===== config.mk =====
export PLATFORM = sky130hd
export DESIGN_NAME = alu_rs
export DESIGN_NICKNAME = d
export VERILOG_FILES = /design/src/rtl/alu_rs_pkg.sv /design/src/rtl/alu_rs_age_select.sv /design/src/rtl/alu_rs.sv
export SDC_FILE = /design/constraint.sdc
export NUM_CORES = 1
export LEC_CHECK = 0
export CAP_MARGIN = 20
export CORE_ASPECT_RATIO = 1.4
export CORE_MARGIN = 8
export CORE_UTILIZATION = 45
export CTS_CLUSTER_DIAMETER = 50
export DETAILED_ROUTE_END_ITERATION = 10
export PLACE_DENSITY = 0.71
export SLEW_MARGIN = 25
export SYNTH_ARGS = -nofsm -noshare
export SYNTH_HDL_FRONTEND = slang
export SYNTH_SLANG_ARGS = --single-unit

===== constraint.sdc =====
create_clock -name clk -period 8.7 [get_ports clk]
set_input_delay 2.61 -clock clk [delete_from_list [all_inputs] [get_ports clk]]
set_output_delay 2.61 -clock clk [all_outputs]
set_load 0.05 [all_outputs]

===== src/rtl/alu_rs_pkg.sv =====
// alu_rs_pkg: shared types and default widths for the ALU reservation station.
//   alu_op_e      3-bit ALU operation encoding carried from dispatch to issue
//   RS_PREG_W     default physical register tag width
//   RS_ROB_TAG_W  default ROB tag width (must match ROB/top level)
//   RS_DATA_W     operand/result width
package alu_rs_pkg;

  localparam int unsigned RS_PREG_W    = 6;
  localparam int unsigned RS_ROB_TAG_W = 4;
  localparam int unsigned RS_DATA_W    = 32;

  typedef enum logic [2:0] {
    ALU_ADD = 3'd0,
    ALU_SUB = 3'd1,
    ALU_AND = 3'd2,
    ALU_OR  = 3'd3,
    ALU_XOR = 3'd4,
    ALU_SLL = 3'd5,
    ALU_SRL = 3'd6,
    ALU_SLT = 3'd7
  } alu_op_e;

endpackage


===== src/rtl/alu_rs_age_select.sv =====
// alu_rs_age_select: age matrix plus oldest-requester one-hot pick.
//   clk, rst   clock, synchronous active-high reset
//   i_clr      clear all age relations (flush)
//   i_req      per-entry request (ready candidates)
//   i_alloc    one-hot entry being written this edge (younger than all)
//   i_free     one-hot entry leaving this edge
//   o_grant    one-hot oldest requester (combinational)
// r_old[i][j] = 1 means entry i is older than entry j.
module alu_rs_age_select #(
  parameter int unsigned N = 4
) (
  input  logic         clk,
  input  logic         rst,
  input  logic         i_clr,
  input  logic [N-1:0] i_req,
  input  logic [N-1:0] i_alloc,
  input  logic [N-1:0] i_free,
  output logic [N-1:0] o_grant
);

  logic [N-1:0] r_old [N];

  always_ff @(posedge clk) begin
    if (rst || i_clr) begin
      for (int unsigned i = 0; i < N; i++) r_old[i] <= '0;
    end else begin
      for (int unsigned i = 0; i < N; i++) begin
        if (i_alloc[i] || i_free[i]) begin
          // New or departing entry is older than nobody.
          r_old[i] <= '0;
        end else begin
          // Every surviving entry becomes older than the newcomer.
          for (int unsigned j = 0; j < N; j++)
            if (i_alloc[j]) r_old[i][j] <= 1'b1;
        end
      end
    end
  end

  always_comb begin
    o_grant = '0;
    for (int unsigned i = 0; i < N; i++) begin
      o_grant[i] = i_req[i];
      for (int unsigned j = 0; j < N; j++)
        if (j != i && i_req[j] && r_old[j][i]) o_grant[i] = 1'b0;
    end
  end

endmodule


===== src/rtl/alu_rs.sv =====
// alu_rs: ALU reservation station / issue scheduler between dispatch and the
// single-cycle ALU. Buffers uops, captures operands from the CDB, and issues
// the oldest ready entry each cycle.
//   clk, rst          clock, synchronous active-high reset
//   flush_i           squash all entries (dispatch that cycle dropped)
//   disp_*            dispatch request / operands / tags, disp_ready_o
//   cdb_*             result broadcast used for wakeup
//   iss_*             issue to ALU (zero when iss_valid_o=0)
//   free_cnt_o        number of free entries
// Optional macro ALU_RS_CDB_BYPASS_EN: select also sees the current CDB
// broadcast, so a CDB-woken uop issues in the broadcast cycle.
module alu_rs
  import alu_rs_pkg::*;
#(
  parameter int unsigned DEPTH     = 4,
  parameter int unsigned ROB_TAG_W = RS_ROB_TAG_W,
  parameter int unsigned PREG_W    = RS_PREG_W
) (
  input  logic                       clk,
  input  logic                       rst,
  input  logic                       flush_i,
  input  logic                       disp_valid_i,
  output logic                       disp_ready_o,
  input  logic [2:0]                 disp_op_i,
  input  logic [PREG_W-1:0]          disp_src1_i,
  input  logic                       disp_rdy1_i,
  input  logic [RS_DATA_W-1:0]       disp_val1_i,
  input  logic [PREG_W-1:0]          disp_src2_i,
  input  logic                       disp_rdy2_i,
  input  logic [RS_DATA_W-1:0]       disp_val2_i,
  input  logic [PREG_W-1:0]          disp_rd_p_i,
  input  logic [ROB_TAG_W-1:0]       disp_rob_i,
  input  logic                       cdb_valid_i,
  input  logic [PREG_W-1:0]          cdb_tag_i,
  input  logic [RS_DATA_W-1:0]       cdb_data_i,
  output logic                       iss_valid_o,
  output logic [2:0]                 iss_op_o,
  output logic [RS_DATA_W-1:0]       iss_op1_o,
  output logic [RS_DATA_W-1:0]       iss_op2_o,
  output logic [PREG_W-1:0]          iss_rd_p_o,
  output logic [ROB_TAG_W-1:0]       iss_rob_o,
  output logic [$clog2(DEPTH+1)-1:0] free_cnt_o
);

  localparam int unsigned CNT_W = $clog2(DEPTH + 1);

  typedef struct packed {
    logic                 valid;
    alu_op_e              op;
    logic [PREG_W-1:0]    src1;
    logic [PREG_W-1:0]    src2;
    logic                 rdy1;
    logic                 rdy2;
    logic [RS_DATA_W-1:0] val1;
    logic [RS_DATA_W-1:0] val2;
    logic [PREG_W-1:0]    rd_p;
    logic [ROB_TAG_W-1:0] rob;
  } rs_entry_t;

  rs_entry_t r_ent [DEPTH];

  logic [DEPTH-1:0] w_wk1, w_wk2, w_req, w_grant, w_alloc_oh;
  logic             w_disp_fire;
  rs_entry_t        w_new;
  logic [CNT_W-1:0] w_cnt;

  // Wakeup matches and select candidates.
  always_comb begin
    w_wk1 = '0;
    w_wk2 = '0;
    w_req = '0;
    for (int unsigned i = 0; i < DEPTH; i++) begin
      w_wk1[i] = r_ent[i].valid && !r_ent[i].rdy1 && cdb_valid_i && (r_ent[i].src1 == cdb_tag_i);
      w_wk2[i] = r_ent[i].valid && !r_ent[i].rdy2 && cdb_valid_i && (r_ent[i].src2 == cdb_tag_i);
`ifdef ALU_RS_CDB_BYPASS_EN
      w_req[i] = r_ent[i].valid && (r_ent[i].rdy1 || w_wk1[i]) && (r_ent[i].rdy2 || w_wk2[i]);
`else
      w_req[i] = r_ent[i].valid && r_ent[i].rdy1 && r_ent[i].rdy2;
`endif
    end
  end

  // Lowest-index free entry; its existence is disp_ready_o.
  always_comb begin
    w_alloc_oh   = '0;
    disp_ready_o = 1'b0;
    for (int unsigned i = 0; i < DEPTH; i++) begin
      if (!r_ent[i].valid && !disp_ready_o) begin
        w_alloc_oh[i] = 1'b1;
        disp_ready_o  = 1'b1;
      end
    end
  end

  assign w_disp_fire = disp_valid_i && disp_ready_o && !flush_i;

  // Incoming entry, including capture of a same-cycle CDB broadcast.
  always_comb begin
    w_new       = '0;
    w_new.valid = 1'b1;
    w_new.op    = alu_op_e'(disp_op_i);
    w_new.src1  = disp_src1_i;
    w_new.src2  = disp_src2_i;
    w_new.rd_p  = disp_rd_p_i;
    w_new.rob   = disp_rob_i;
    w_new.rdy1  = disp_rdy1_i || (cdb_valid_i && cdb_tag_i == disp_src1_i);
    w_new.rdy2  = disp_rdy2_i || (cdb_valid_i && cdb_tag_i == disp_src2_i);
    w_new.val1  = disp_rdy1_i ? disp_val1_i : cdb_data_i;
    w_new.val2  = disp_rdy2_i ? disp_val2_i : cdb_data_i;
  end

  alu_rs_age_select #(.N(DEPTH)) u_age (
    .clk     (clk),
    .rst     (rst),
    .i_clr   (flush_i),
    .i_req   (w_req),
    .i_alloc (w_alloc_oh & {DEPTH{w_disp_fire}}),
    .i_free  (w_grant),
    .o_grant (w_grant)
  );

  // Issue mux; grant is one-hot so outputs stay zero when nothing issues.
  always_comb begin
    iss_valid_o = |w_grant;
    iss_op_o    = '0;
    iss_op1_o   = '0;
    iss_op2_o   = '0;
    iss_rd_p_o  = '0;
    iss_rob_o   = '0;
    for (int unsigned i = 0; i < DEPTH; i++) begin
      if (w_grant[i]) begin
        iss_op_o   = r_ent[i].op;
        iss_rd_p_o = r_ent[i].rd_p;
        iss_rob_o  = r_ent[i].rob;
`ifdef ALU_RS_CDB_BYPASS_EN
        iss_op1_o  = w_wk1[i] ? cdb_data_i : r_ent[i].val1;
        iss_op2_o  = w_wk2[i] ? cdb_data_i : r_ent[i].val2;
`else
        iss_op1_o  = r_ent[i].val1;
        iss_op2_o  = r_ent[i].val2;
`endif
      end
    end
  end

  always_comb begin
    w_cnt = CNT_W'(DEPTH);
    for (int unsigned i = 0; i < DEPTH; i++)
      if (r_ent[i].valid) w_cnt = w_cnt - CNT_W'(1);
  end
  assign free_cnt_o = w_cnt;

  always_ff @(posedge clk) begin
    if (rst || flush_i) begin
      for (int unsigned i = 0; i < DEPTH; i++) r_ent[i].valid <= 1'b0;
    end else begin
      for (int unsigned i = 0; i < DEPTH; i++) begin
        if (w_grant[i]) begin
          r_ent[i].valid <= 1'b0;
        end else if (w_alloc_oh[i] && w_disp_fire) begin
          r_ent[i] <= w_new;
        end else begin
          if (w_wk1[i]) begin
            r_ent[i].rdy1 <= 1'b1;
            r_ent[i].val1 <= cdb_data_i;
          end
          if (w_wk2[i]) begin
            r_ent[i].rdy2 <= 1'b1;
            r_ent[i].val2 <= cdb_data_i;
          end
        end
      end
    end
  end

endmodule


== Word level (Yosys, flattened, before mapping) ==
Memory sizes are Yosys's and may differ from the RTL's.
Cells that the tools add are included.
Word-level totals
  register bits: 0
  RAM bits: 384
  output and inout bits: 82
  word-level logic and storage cells: 360
  memories kept: 2
Memory list
  r_ent: words 4, width 92, read ports 4, clocked after memory_dff 0, wr ports 4, RTL line alu_rs.sv:60  | rs_entry_t r_ent [DEPTH];
  u_age.r_old: words 4, width 4, read ports 4, clocked after memory_dff 0, wr ports 4, RTL line alu_rs_age_select.sv:21  | logic [N-1:0] r_old [N];
Cells by class
  $add $sub $neg: 3
  eq/ne operators: 10
  mux-type cells: 223
  bitwise operators: 45
  reduce and logical (&&, ||, !) cells: 77
Operators by type and width (number)
  $mux W32: 18
  $mux W1: 185
  $eq A6 B6 Y1: 10
  $logic_and A1 B1 Y1: 55
  $or A1 B1 Y1: 44
  $mux W4: 8
  $mux W3: 8
  $mux W6: 4
  $logic_not A1 Y1: 14
  $sub A3 B1 Y3 const B: 3
  $logic_or A1 B1 Y1: 7
  $and A4 B4 Y4: 1
  $reduce_or A4 Y1: 1

== Longest topological paths before layout ==
An unclocked memory read counts as a cell.
  depth in word-level cells: 19
  mapped depth: 9
  depth with buffers taken out: 7

== Cells and area by module ==
From an unflattened synthesis, not the netlist that was laid out.
Unflattened totals
  cells, all modules: 1251
  area, all modules: 18398.9 um^2
Modules (own cells, without submodules)
  alu_rs: times used 1, cells an instance 1199, area an instance 17733.3 um^2, seq. area each 11050.6 um^2
  alu_rs_age_select: times used 1, cells an instance 52, area an instance 665.6 um^2, seq. area each 360.3 um^2

== Worst setup path before layout ==
OpenSTA, ideal clock, no wires.
  path kind: input-to-reg
  start point: input disp_valid_i
  end point: memory r_ent[2][10] in the netlist's numbering (enable)
  data arrival time: 5692 ps
  required time: 8325 ps
  setup slack: 2633 ps
  stages: 4
  path buffers: 0
  cells stage by stage: nor2b_1 nand3b_1 nor3_1 or2_2
RTL lines
  start: declaration: RTL line alu_rs.sv:22  | input logic disp_valid_i,
  end: declaration: RTL line alu_rs.sv:60

==> flow_metrics.py <==
metrics = {
    "power_and_ir_drop": {
        "leakage_nw": 7.22,
        "p_per_area_mw_per_mm2": 186,
        "peakVddDrop_mv": 0.132,
        "power.total_mw": 4.09,
    },
    "finish": {
        "num-fill-cells": 3245,
        "final_nets": 1561,
        "multi_input_area_mm2": 0.00639,
        "final_area_mm2": 0.0220,
        "ff_latch_area_mm2": 0.0114,
        "final_cell_mix": "edfxtp_1, clkdlybuf4s50_1, mux2_2, o21ai_0, nand2_1",
        "layout-drive-gt1-share": 0.217,
        "diodes": 0,
        "syn_to_final_growth_pct": 20.3,
        "layout_commonest_cell": "edfxtp_1",
    },
    "critical_path": {
        "cp_max_fo": 48,
        "crit_path_end_kind": "output pin",
        "start_kind": "flip-flop",
        "worstPathRequired_ns": 6.09,
        "critPathTopFamily": "buffers and inverters",
        "worstPathArrival_ns": 4.26,
        "worstSetupPathType": "reg2out",
        "crit_chain": "nand3_1 -> and4b_4 -> buf_4 -> a221oi_1 -> o21ai_0 -> clkdlybuf4s50_1",
        "crit_buf_inv": 2,
        "cp_slowest_stage_delay_ns": 0.91,
        "slowest_stage": "clkdlybuf4s50_1",
        "r2r_slack_ns": 5.12,
    },
    "run_status": {
        "status": "completed",
    },
    "clocking": {
        "postCtsResizedCells": 0,
        "cts_tree": "built",
        "cts-root-buf": "clkbuf_16",
        "clk_pin_slew_worst_paths_ns": 0.06,
        "clock_path_buffers": 3,
        "insertion_delay_ns": 0.54,
        "cts_hold_buf": 0,
        "clock_sinks": 380,
        "cts_setup_buffers": 0,
        "cts_max_level": 2,
        "cts_made_buffers": 38,
    },
    "floorplan": {
        "die_w_um": 186,
        "core_mm2": 0.0402,
        "die_y_um": 254,
        "start_util": 0.455,
        "die_area_mm2": 0.0474,
        "ios": 216,
        "rows": 87,
    },
    "synth": {
        "synthCells": 1240,
        "synthFlopType": "edfxtp_1",
        "synth_edf_count": 380,
        "yosysTopAreaCell": "edfxtp_1",
        "ys_ff_latch": 380,
        "synth_top_area_frac": 0.625,
        "synth_area_leaders": "edfxtp_1, mux2_2, mux2_4, o21ai_0, a221oi_1",
        "yosysSeqAreaShare": 0.625,
        "ys_warn_count": 0,
        "synth_nets": 1380,
        "netlist_area_mm2": 0.0183,
        "syn-mean-instance-area_um2": 14.7,
        "synthArstFlopShare": 0,
        "yosysUniqueCellTypes": 40,
    },
    "global_route": {
        "antenna_found_initial": 4,
        "overflow": 0,
        "grt_pass1_wl_um": 74300,
        "grt_max_degree": 81,
        "grt_pass1_vias": 12200,
        "grt_usage": 0.207,
    },
    "sta": {
        "skew_ns": 0.0184,
        "finalHoldViolations": 0,
        "fmax_mhz": 146,
        "slew_headroom": 0.303,
        "fin_crit_sh": 0.789,
        "finalSetupViolCount": 0,
        "setup_ws_ns": 1.83,
        "tns_ns": 0,
        "worst_pin_slew_ns": 1.05,
        "drv_slew": 0,
        "rsz0062_at_grt": "no",
        "min_period_ns": 6.87,
    },
    "drt": {
        "drtIter0Drc": 978,
        "vias": 11700,
        "dr.pass1.iters": 5,
        "routed_wl_um": 49800,
        "wl_per_cell_um": 25.1,
        "vias_per_cell": 5.90,
        "drc_errors": 0,
        "ant_nets": 0,
    },
    "place": {
        "pre_cts_ws_ns": 2.30,
        "hpwl_um": 31000,
        "numPortBuffers": 215,
        "place_area_mm2": 0.0207,
        "gp_congestion": 0.897,
    },
    "min_path": {
        "hp-class": "reg2reg",
    },
    "job": {
        "drv_cap": 0,
    },
}
[per-layer routing]
| metal | up-vias | part of all wire | global-route usage |
|---|---|---|---|
| li1 | 5192 | - | - |
| met1 | 5953 | 0.38 | 0.246 |
| met2 | 446 | 0.52 | 0.368 |
| met3 | 93 | 0.061 | 0.0362 |
| met4 | 8 | 0.029 | 0.0741 |
| met5 | - | 0.0011 | 0 |
[worst paths after layout]
| kind | to | startpoint | cells after the start |
|---|---|---|---|
| min | r_ent[1][75] | r_ent[1][87] | 4 |
| max reg2reg | r_ent[1][25] | r_ent[1][91] | 6 |
| max | iss_op2_o[28] | r_ent[1][91] | 6 |
| min reg2reg | r_ent[1][75] | r_ent[1][87] | 4 |
[logic make-up after synthesis]
group	after synthesis	synth area share
compound gates	236	0.0831
xor+xnor	62	0.0297
fa+ha+maj	6	0.00452
buf+inv	97	0.0305
flops	380	0.625
mux	257	0.171
simple gates	202	0.0563
[power by group]
part	total (mW)	internal [mW]	switching, mW	leakage, nW
logic	0.440	0.203	0.237	3.17
clock network	1.59	0.919	0.673	0.579
registers	2.06	2.05	0.0101	3.47
total	4.09	3.17	0.921	7.22
[cell usage after synthesis (2+ instances only)]
cell,number
edfxtp_1,380
mux2_2,160
o21ai_0,156
nand2_1,98
a221oi_1,77
mux2_4,60
clkbuf_1,48
xor2_1,37
mux2_1,36
xnor2_1,25
buf_6,20
nor2_1,20
nand4_1,19
buf_2,13
nand2b_1,9
and3_1,8
inv_1,8
nand3_1,8
buf_4,7
nor4_1,6
ha_1,5
nor3_1,5
or3_1,5
nor4_2,4
or2_2,4
or4_1,4
and4_1,2
nor2b_1,2
o41ai_4,2
or4_4,2
[sequential cells by signal (all words and copies together), names as in the netlist]
signal and cells:
r_ent 368, u_age.r_old 12
[worst reg2reg max path: cells and delay by family (launching register included)]
kind,cells,cell delay [ns]
buf+inv,1,0.42
flops,1,0.57
fa+ha+maj,1,0.32
simple gates,4,1.88
[final cells by class]
type	count	share of cell area
sequential	380	0.520
multi-input combinational	763	0.291
timing repair buffer	230	0.103
clock buffer	52	0.0486
tap	534	0.0304
clock inverter	16	0.00576
inverter	8	0.00137
[stage by stage]
step	hold slack [ns]	instances	util
after floorplan	0.679	1240	-
after global placement	0.894	1915	0.516
after detailed placement	0.893	1915	0.516
after CTS	0.900	1983	0.546
after global routing	0.948	1983	0.547
final	0.923	1983	0.547
No activity file was read; power rests on OpenSTA's default activity.
